$ cat config.mk
export PLATFORM = sky130hd
export DESIGN_NAME = tx_metaframer
export DESIGN_NICKNAME = d
export VERILOG_FILES = /design/src/rtl/ilkn_pkg.sv /design/src/rtl/tx_slot_cadence.sv /design/src/rtl/tx_metaframer.sv
export SDC_FILE = /design/constraint.sdc
export NUM_CORES = 1
export LEC_CHECK = 0
export BUFFER_PORTS_ARGS = -buffer_cell sky130_fd_sc_hd__clkbuf_2
export CORE_AREA = 4 4 117 141
export CTS_BUF_LIST = sky130_fd_sc_hd__clkbuf_16
export DETAILED_ROUTE_END_ITERATION = 8
export DIE_AREA = 0 0 121 145
export PLACE_DENSITY_LB_ADDON = 0.3
export SETUP_SLACK_MARGIN = 0.3
export SLEW_MARGIN = 20
export SYNTH_ARGS = -nofsm -noshare
export SYNTH_HDL_FRONTEND = slang
export SYNTH_SLANG_ARGS = --single-unit
$ cat constraint.sdc
create_clock -name USER_CLK -period 6.91 [get_ports USER_CLK]
set_clock_uncertainty 0.1 [all_clocks]
set_input_delay 1.7275 -clock USER_CLK [delete_from_list [all_inputs] [get_ports USER_CLK]]
set_output_delay 1.7275 -clock USER_CLK [all_outputs]
set_load 0.02 [all_outputs]
$ cat src/rtl/ilkn_pkg.sv
`default_nettype none
// ============================================================================
// Module      : ilkn_pkg
// Description : Control-word constants, header codes and word-position kinds
//               shared by the single-lane Interlaken meta-frame transmitter.
// Revision    : 1.0 - initial release
// ============================================================================
package ilkn_pkg;

  localparam logic [63:0] SYNC_WORD       = 64'h78f678f678f678f6;
  localparam logic [63:0] SCR_WORD_PREFIX = 64'h2800000000000000;
  localparam logic [63:0] SKIP_WORD       = 64'h1e1e1e1e1e1e1e1e;
  localparam logic [63:0] DIAG_PREFIX     = 64'h6400000000000000;
  localparam logic [63:0] IDLE_WORD       = 64'haaaaaaaaaaaaaaaa;

  localparam logic [1:0]  HDR_DATA = 2'b01;
  localparam logic [1:0]  HDR_CTRL = 2'b10;

  // Role of a word position inside the meta-frame
  typedef enum logic [2:0] {
    KIND_SYNC    = 3'd0,
    KIND_SCR     = 3'd1,
    KIND_SKIP    = 3'd2,
    KIND_PAYLOAD = 3'd3,
    KIND_DIAG    = 3'd4
  } word_kind_e;

endpackage : ilkn_pkg
`default_nettype wire

$ cat src/rtl/tx_slot_cadence.sv
`default_nettype none
// ============================================================================
// Module      : tx_slot_cadence
// Description : Fractional accumulator producing GB_NUM word slots for every
//               GB_DEN clock cycles, spread as evenly as the ratio allows.
// Revision    : 1.0 - initial release
// ============================================================================
module tx_slot_cadence #(
  parameter int GB_NUM = 22,
  parameter int GB_DEN = 67
) (
  input  logic clk,
  input  logic rst,
  output logic slot
);

  localparam int ACC_W = $clog2(GB_DEN + 1);

  logic [ACC_W-1:0] acc;
  logic [ACC_W:0]   nxt;
  logic [ACC_W:0]   wrapped;

  // One extra bit so acc+GB_NUM never overflows before the compare
  assign nxt     = {1'b0, acc} + (ACC_W + 1)'(GB_NUM);
  assign slot    = (nxt >= (ACC_W + 1)'(GB_DEN));
  assign wrapped = nxt - (ACC_W + 1)'(GB_DEN);

  // Accumulator keeps the fractional remainder between slots
  always_ff @(posedge clk or posedge rst) begin
    if (rst) begin
      acc <= '0;
    end else if (slot) begin
      acc <= wrapped[ACC_W-1:0];
    end else begin
      acc <= nxt[ACC_W-1:0];
    end
  end

endmodule : tx_slot_cadence
`default_nettype wire

$ cat src/rtl/tx_metaframer.sv
`default_nettype none
// ============================================================================
// Module      : tx_metaframer
// Description : Builds Interlaken meta-frames on one lane (sync, scrambler
//               state, skip, payload, diagnostic) on a fractional slot
//               cadence, fed from a valid/ready source via one holding reg.
// Revision    : 1.0 - initial release
// ============================================================================
module tx_metaframer
  import ilkn_pkg::*;
#(
  parameter int          META_FRAME_LEN = 16,
  parameter int          GB_NUM         = 22,
  parameter int          GB_DEN         = 67,
  parameter logic [57:0] SCR_STATE_INIT = 58'h0
) (
  input  logic        USER_CLK,
  input  logic        SYSTEM_RESET,
  input  logic [63:0] DATA_IN,
  input  logic        DATA_IN_VALID,
  output logic        DATA_IN_READY,
  input  logic [1:0]  LANE_STATUS,
  output logic [63:0] DATA_OUT,
  output logic [1:0]  HEADER_OUT,
  output logic        DATA_OUT_VALID,
  output logic        FRAME_START,
  output logic        UNDERRUN
);

  localparam int CTR_W = $clog2(META_FRAME_LEN);
  localparam logic [CTR_W-1:0] LAST_POS = CTR_W'(META_FRAME_LEN - 1);

  logic             slot;
  logic [CTR_W-1:0] word_ctr;
  word_kind_e       kind;
  logic             consume;
  logic             accept;
  logic             hold_full;
  logic [63:0]      hold_data;

  logic [63:0]      data_nxt;
  logic [1:0]       hdr_nxt;
  logic             valid_nxt;
  logic             fs_nxt;
  logic             ur_nxt;

  tx_slot_cadence #(
    .GB_NUM (GB_NUM),
    .GB_DEN (GB_DEN)
  ) u_cadence (
    .clk  (USER_CLK),
    .rst  (SYSTEM_RESET),
    .slot (slot)
  );

  // Classify the current word position; the last position wins over payload
  always_comb begin
    kind = KIND_PAYLOAD;
    if (word_ctr == CTR_W'(0)) begin
      kind = KIND_SYNC;
    end else if (word_ctr == CTR_W'(1)) begin
      kind = KIND_SCR;
    end else if (word_ctr == CTR_W'(2)) begin
      kind = KIND_SKIP;
    end else if (word_ctr == LAST_POS) begin
      kind = KIND_DIAG;
    end
  end

  // Ready also when the held word leaves this cycle, so a full stream never stalls
  assign consume       = slot && (kind == KIND_PAYLOAD) && hold_full;
  assign DATA_IN_READY = !hold_full || consume;
  assign accept        = DATA_IN_VALID && DATA_IN_READY;

  // Word position advances only on slot cycles and wraps at the frame end
  always_ff @(posedge USER_CLK or posedge SYSTEM_RESET) begin
    if (SYSTEM_RESET) begin
      word_ctr <= '0;
    end else if (slot) begin
      word_ctr <= (word_ctr == LAST_POS) ? '0 : word_ctr + CTR_W'(1);
    end
  end

  // Single holding register; a same-cycle consume and accept reloads it
  always_ff @(posedge USER_CLK or posedge SYSTEM_RESET) begin
    if (SYSTEM_RESET) begin
      hold_full <= 1'b0;
      hold_data <= '0;
    end else if (accept) begin
      hold_full <= 1'b1;
      hold_data <= DATA_IN;
    end else if (consume) begin
      hold_full <= 1'b0;
    end
  end

  // Select the lane word for this slot; non-slot cycles produce an all-zero bubble
  always_comb begin
    data_nxt  = '0;
    hdr_nxt   = '0;
    valid_nxt = 1'b0;
    fs_nxt    = 1'b0;
    ur_nxt    = 1'b0;
    if (slot) begin
      valid_nxt = 1'b1;
      hdr_nxt   = HDR_CTRL;
      unique case (kind)
        KIND_SYNC: begin
          data_nxt = SYNC_WORD;
          fs_nxt   = 1'b1;
        end
        KIND_SCR:  data_nxt = SCR_WORD_PREFIX | {6'd0, SCR_STATE_INIT};
        KIND_SKIP: data_nxt = SKIP_WORD;
        // CRC32 field is left at zero in this generation
        KIND_DIAG: data_nxt = DIAG_PREFIX | {30'd0, LANE_STATUS, 32'd0};
        default: begin
          if (hold_full) begin
            hdr_nxt  = HDR_DATA;
            data_nxt = hold_data;
          end else begin
            data_nxt = IDLE_WORD;
            ur_nxt   = 1'b1;
          end
        end
      endcase
    end
  end

  // Output stage: one cycle of latency from slot decision to lane
  always_ff @(posedge USER_CLK or posedge SYSTEM_RESET) begin
    if (SYSTEM_RESET) begin
      DATA_OUT       <= '0;
      HEADER_OUT     <= '0;
      DATA_OUT_VALID <= 1'b0;
      FRAME_START    <= 1'b0;
      UNDERRUN       <= 1'b0;
    end else begin
      DATA_OUT       <= data_nxt;
      HEADER_OUT     <= hdr_nxt;
      DATA_OUT_VALID <= valid_nxt;
      FRAME_START    <= fs_nxt;
      UNDERRUN       <= ur_nxt;
    end
  end

endmodule : tx_metaframer
`default_nettype wire
; ---- Word-level counts from Yosys, hierarchy flattened
; Index checks and enable logic that the tools add are counted.
[totals]
ff_bits = 145
in_bits = 69
[classes]
n_addsub = 3
reduce_logical = 9
n_lt_le_gt_ge = 1
n_eq_ne = 7
mux = 20
[ops]
columns = cell, n
row1 = 64-bit one-hot mux with 4 select lines, 1
row2 = 64-bit two-way mux, 2
row3 = 3-bit two-way mux, 4
row4 = 7-bit by 5-bit adder with 8-bit output (second input constant), 1
row5 = 8-bit by 7-bit greater-or-equal comparator with 1-bit output (second input constant), 1
row6 = 1-bit two-way mux, 8
row7 = 7-bit two-way mux, 1
row8 = 7-bit subtractor (second input constant), 1
row9 = 3-bit by 2-bit equality test with 1-bit output (second input constant), 2
row10 = 2-bit two-way mux, 3
row11 = 4-bit by 1-bit adder with 4-bit output (second input constant), 1
row12 = 4-bit by 1-bit equality test with 1-bit output (second input constant), 1
row13 = 4-bit by 2-bit equality test with 1-bit output (second input constant), 1
row14 = 4-bit equality test (second input constant), 1
row15 = 4-bit zero test, 1
row16 = 4-bit two-way mux, 1
row17 = 4-bit OR reduction, 1
row18 = 3-bit by 1-bit equality test with 1-bit output (second input constant), 1
row19 = 3-bit equality test (second input constant), 1
row20 = 1-bit logical AND, 3
row21 = 3-bit zero test, 1
row22 = 2-bit nonzero test, 1
row23 = 1-bit zero test, 1
row24 = 1-bit logical OR, 1

; ---- Longest topological paths before layout
[depth]
word_depth = 11
mapped_depth = 11
depth_no_buf = 9

; ---- Modules after synthesis
; Synthesis repeated with hierarchy kept, for this count alone.
[unflattened]
cells_unflattened = 662
hier_area_um2 = 6712.7
[modules_own_cells]
columns = module, seq_area_each_um2, cells_each, area_per_inst_um2, n_inst
row1 = tx_metaframer, 3453.3, 613, 6228.5, 1
row2 = tx_slot_cadence, 175.2, 49, 484.2, 1

; ---- Worst setup path before layout
; No wires, ideal clock.
[synth_path]
kind = register to output
startpoint = register word_ctr[0]
endpoint = output DATA_IN_READY
t_required_ns = 5.082
path_slack_ns = 3.268
arrival_ns = 1.814
stages_incl_launch_ff = 7
n_path_buf = 0
path_cell_list = dfrtp_1 inv_1 ha_1 or3_2 a21oi_2 o21ai_4 nand2_1
[synth_via]
elab_chain_len = 9
elab_cells_between_ends = 12
[synth_lines]
columns = element, line_no
row1 = from (decl), tx_metaframer.sv:34  ; logic [CTR_W-1:0] word_ctr;
row2 = from (signal assigned), tx_metaframer.sv:80  ; word_ctr <= (word_ctr == LAST_POS) ? '0 : word_ctr + CTR_W'(1);
row3 = 4-bit equality test, tx_metaframer.sv:65  ; end else if (word_ctr == LAST_POS) begin
row4 = 3-bit two-way mux, tx_metaframer.sv:65
row5 = 3-bit two-way mux, tx_metaframer.sv:63  ; end else if (word_ctr == CTR_W'(2)) begin
row6 = 3-bit two-way mux, tx_metaframer.sv:61  ; end else if (word_ctr == CTR_W'(1)) begin
row7 = 3-bit two-way mux *, tx_metaframer.sv:59  ; if (word_ctr == CTR_W'(0)) begin
row8 = 3-bit by 2-bit equality test with 1-bit output *, tx_metaframer.sv:71  ; assign consume = slot && (kind == KIND_PAYLOAD) && hold_full;
row9 = 1-bit logical AND * (2 in a row), tx_metaframer.sv:71
row10 = 1-bit logical OR *, tx_metaframer.sv:72  ; assign DATA_IN_READY = !hold_full || consume;
row11 = to (decl), tx_metaframer.sv:21  ; output logic DATA_IN_READY,
; Mark *: on every way between the ends. The rest lies on a longest branch, timed or not.

; ---- Worst setup path after layout
; Ends and elaborated chain as after synthesis.

==> impl_results.md <==
* WHS at 393.8 ps
* DRT Wirelength at 13,190 um
* Number of CTS-inserted buffers at 17
* Initial DRC count at 171
* Setup_tns at 0 ps
* Final setup viols at 0
* Setup CP Type: flop to primary output
* Fmax achieved at 225.1 MHz
* # nets final at 661
* Global Route Usage Sum at 0.1571
* DIE WIDTH at 121 um
* Actual slew at the worst max-slew pin at roughly 900 ps
* Arrival time at the worst endpoint at roughly 2600 ps
* Clk pin slew, worst setup/hold paths at 60 ps
* CTS resizes at 0
* I/O pin count at roughly 140
* Sequential area share after synthesis at 0.6075
* Worst rel slew slack at 0.3885
* Initial antenna violation count at 0
* Vias per inst at 4.754
* Most common cell in the netlist: dfrtp_1
* Post-CTS setup buffers at 0
* Max IR drop VDD at 0.1417 mV
* Worst-path fanout max at 25
* Switching Power at 420.0 uW
* Status: finished clean
* RSZ-0062 raised after global routing: no
* Clock share of power at 0.445
* DP Worst Slack at 2902 ps
* WP buf/inv at 3
* Vias in the first global route at 4,185
* Top cell type's share of synthesized area at 0.6075
* Worst path top cell family by delay: simple AND/OR/NAND/NOR gates
* Post-DR wirelength/cell at 16.45 um
* Initial Util at 0.3977
* Ranking of synthesized cells by area: dfrtp_1, mux2_4, nor2_1
* Yosys reg bits at 145
* Int Pwr at 1.516 mW
* CTS HTree Levels at 4
* Combinational Power Share at 0.072
* Root Driver: clkbuf_16
* Number of remaining DRC errors at 0
* Hold crit path type: flop to flop
* Worst setup SP type: flop
* Flop pwr share at 0.483
* Final hold violations at 0
* Syn Nets at 520
* TritonCTS clock tree: done
* Clk sink count at 145
* Synth Instances at 444
* Min cycle time layout at 4442 ps
* Power Dens Cells at 264.3 nW/um^2
* Gpl congestion at approximately 0.93
* Final Max Slew Viols at 0
* Non-filler cells, final at 802
* Crit-path cells: inv_1 > ha_1 > or3_2 > a21oi_2 > buf_4 > o21ai_4 > nand2_1 > clkbuf_2
* Critical Path End Type: primary output
* Top FF cell, synth: dfrtp_1
* Placed insts at 770
* CP max stage delay at 480 ps
* Placed Area at 6770 sq um
* N_diodes at 0
* Leak at 3.842 nW
* Fin util at 0.4877
* CTS Buffer Depth at 2
* Via count at between 3,000 and 4,000
* Yosys cell types at 48
* Die ar. at 17,550 sq um
* Largest area contributor in the netlist: dfrtp_1
* Antenna Violating Nets Remaining at 0
* Post-Synthesis Cell Area at 5973 sq um
* DP HPWL at 8821 um
* DRT Pass-1 Iters at 4
* Setup WS post-layout at 2468 ps
* Number of synthesized flops with an enable pin at 0
* Worst skew pair latency at 410 ps
* Required @ worst endpoint at between 5000 and 6000 ps
* Pwr Total at 1.936 mW
* Fraction of registers with async set/reset at 1.000
* Synth top cells by count: dfrtp_1, mux2_4, nor2_1
* Sw Share at 0.2169
* Hold Buf Count CTS at 0
* Pin count of the biggest net entering global routing at 106
* Fraction of layout cells with a size suffix above 1 at 0.4164
* Max-cap violations at 0
* Crit share post-route at 0.6428
* Row Count at 49
* Area growth syn-to-layout at 22.64%
* Crit path max-delay cell type: or3_2
* Yosys warnings at 0
* Fin area at 7326 sq um
* PortBufs at about 140
* Core Region at 15,020 sq um
* First-pass GRT wire length at 21,690 um
* Syn_area_per_cell at approximately 13 sq um
* Die extent in y at 145 um
* Overflow after GRT at 0
cells by family (layout without fill, tap and decap cells):
| group | Yosys count | in the layout | synth area share |
|---|---|---|---|
| compound gates | 72 | 72 | 0.08379 |
| xor+xnor | 5 | 5 | 0.007331 |
| fa+ha+maj | 7 | 7 | 0.01466 |
| buf+inv | 35 | 189 | 0.04378 |
| flops | 145 | 145 | 0.6075 |
| mux | 64 | 64 | 0.1584 |
| simple gates | 116 | 116 | 0.08463 |
placed cells by master (no fill, tap or decap), types with 7 or more instances in the layout:
cell,synthesis,routed
dfrtp_1,145,145
clkbuf_2,1,138
mux2_4,60,60
nor2_1,52,52
nand2_1,42,41
a21oi_1,25,25
clkbuf_16,0,17
inv_1,11,14
o21ai_0,11,11
o21a_1,10,10
and3_1,7,7
ha_1,7,7
buf_4,1,7
sequential cells by signal (all words and copies together) (netlist names):
| signal | cells |
|---|---|
| FRAME_START | 1 |
| HEADER_OUT | 2 |
| DATA_OUT_VALID | 1 |
| UNDERRUN | 1 |
| u_cadence.acc | 7 |
| word_ctr | 4 |
| hold_data | 64 |
| hold_full | 1 |
| DATA_OUT | 64 |
worst reg2reg max path: cells and delay by family, from the launching register on:
kind | cells | cell delay, ps
compound gates | 3 | 1040
buf+inv | 3 | 980
simple gates | 1 | 480
flops | 1 | 420
mux | 1 | 360
fa+ha+maj | 1 | 280
per-layer routing:
| metal | track usage | vias up | wire length, um |
|---|---|---|---|
| met1 | 0.1868 | 1881 | 5279 |
| met4 | 0.04819 | 0 | 186 |
| met2 | 0.2665 | 123 | 6856 |
| li1 | - | 1790 | - |
| met5 | 0 | - | 0 |
| met3 | 0.05527 | 19 | 870 |
layout make-up:
| cell class | instances | area, sq um |
|---|---|---|
| inverters | 12 | 50.05 |
| flip-flops and latches | 145 | 3628 |
| well taps | 204 | 255.2 |
| multi-input cells | 264 | 2093 |
| repair buffers | 145 | 743.2 |
| clock inverters | 15 | 130.1 |
| clock buffers | 17 | 425.4 |
| fillers | 1340 | 7695 |
power by group through the flow:
stage,registers (mW),logic [mW],clock network [mW]
6_report,0.936,0.139,0.862
4_1_cts,0.936,0.142,0.886
2_1_floorplan,0.941,0.107,0
3_5_place_dp,0.950,0.141,0
3_3_place_gp,0.948,0.137,0
5_1_grt,0.942,0.154,0.929
final timing paths:
check                              from                to  slack (ps)  cells past startpoint
hold / removal             hold_data[3]       DATA_OUT[3]         390                      1
max in group asynchronous  SYSTEM_RESET  u_cadence.acc[0]        4240                      3
min in group asynchronous  SYSTEM_RESET      DATA_OUT[35]        1410                      2
setup / recovery            word_ctr[0]     DATA_IN_READY        2470                      8
setup reg to reg            word_ctr[0]     hold_data[12]        3120                      9
hold reg to reg            hold_data[3]       DATA_OUT[3]         390                      1
No activity file was read; power rests on OpenSTA's default activity.
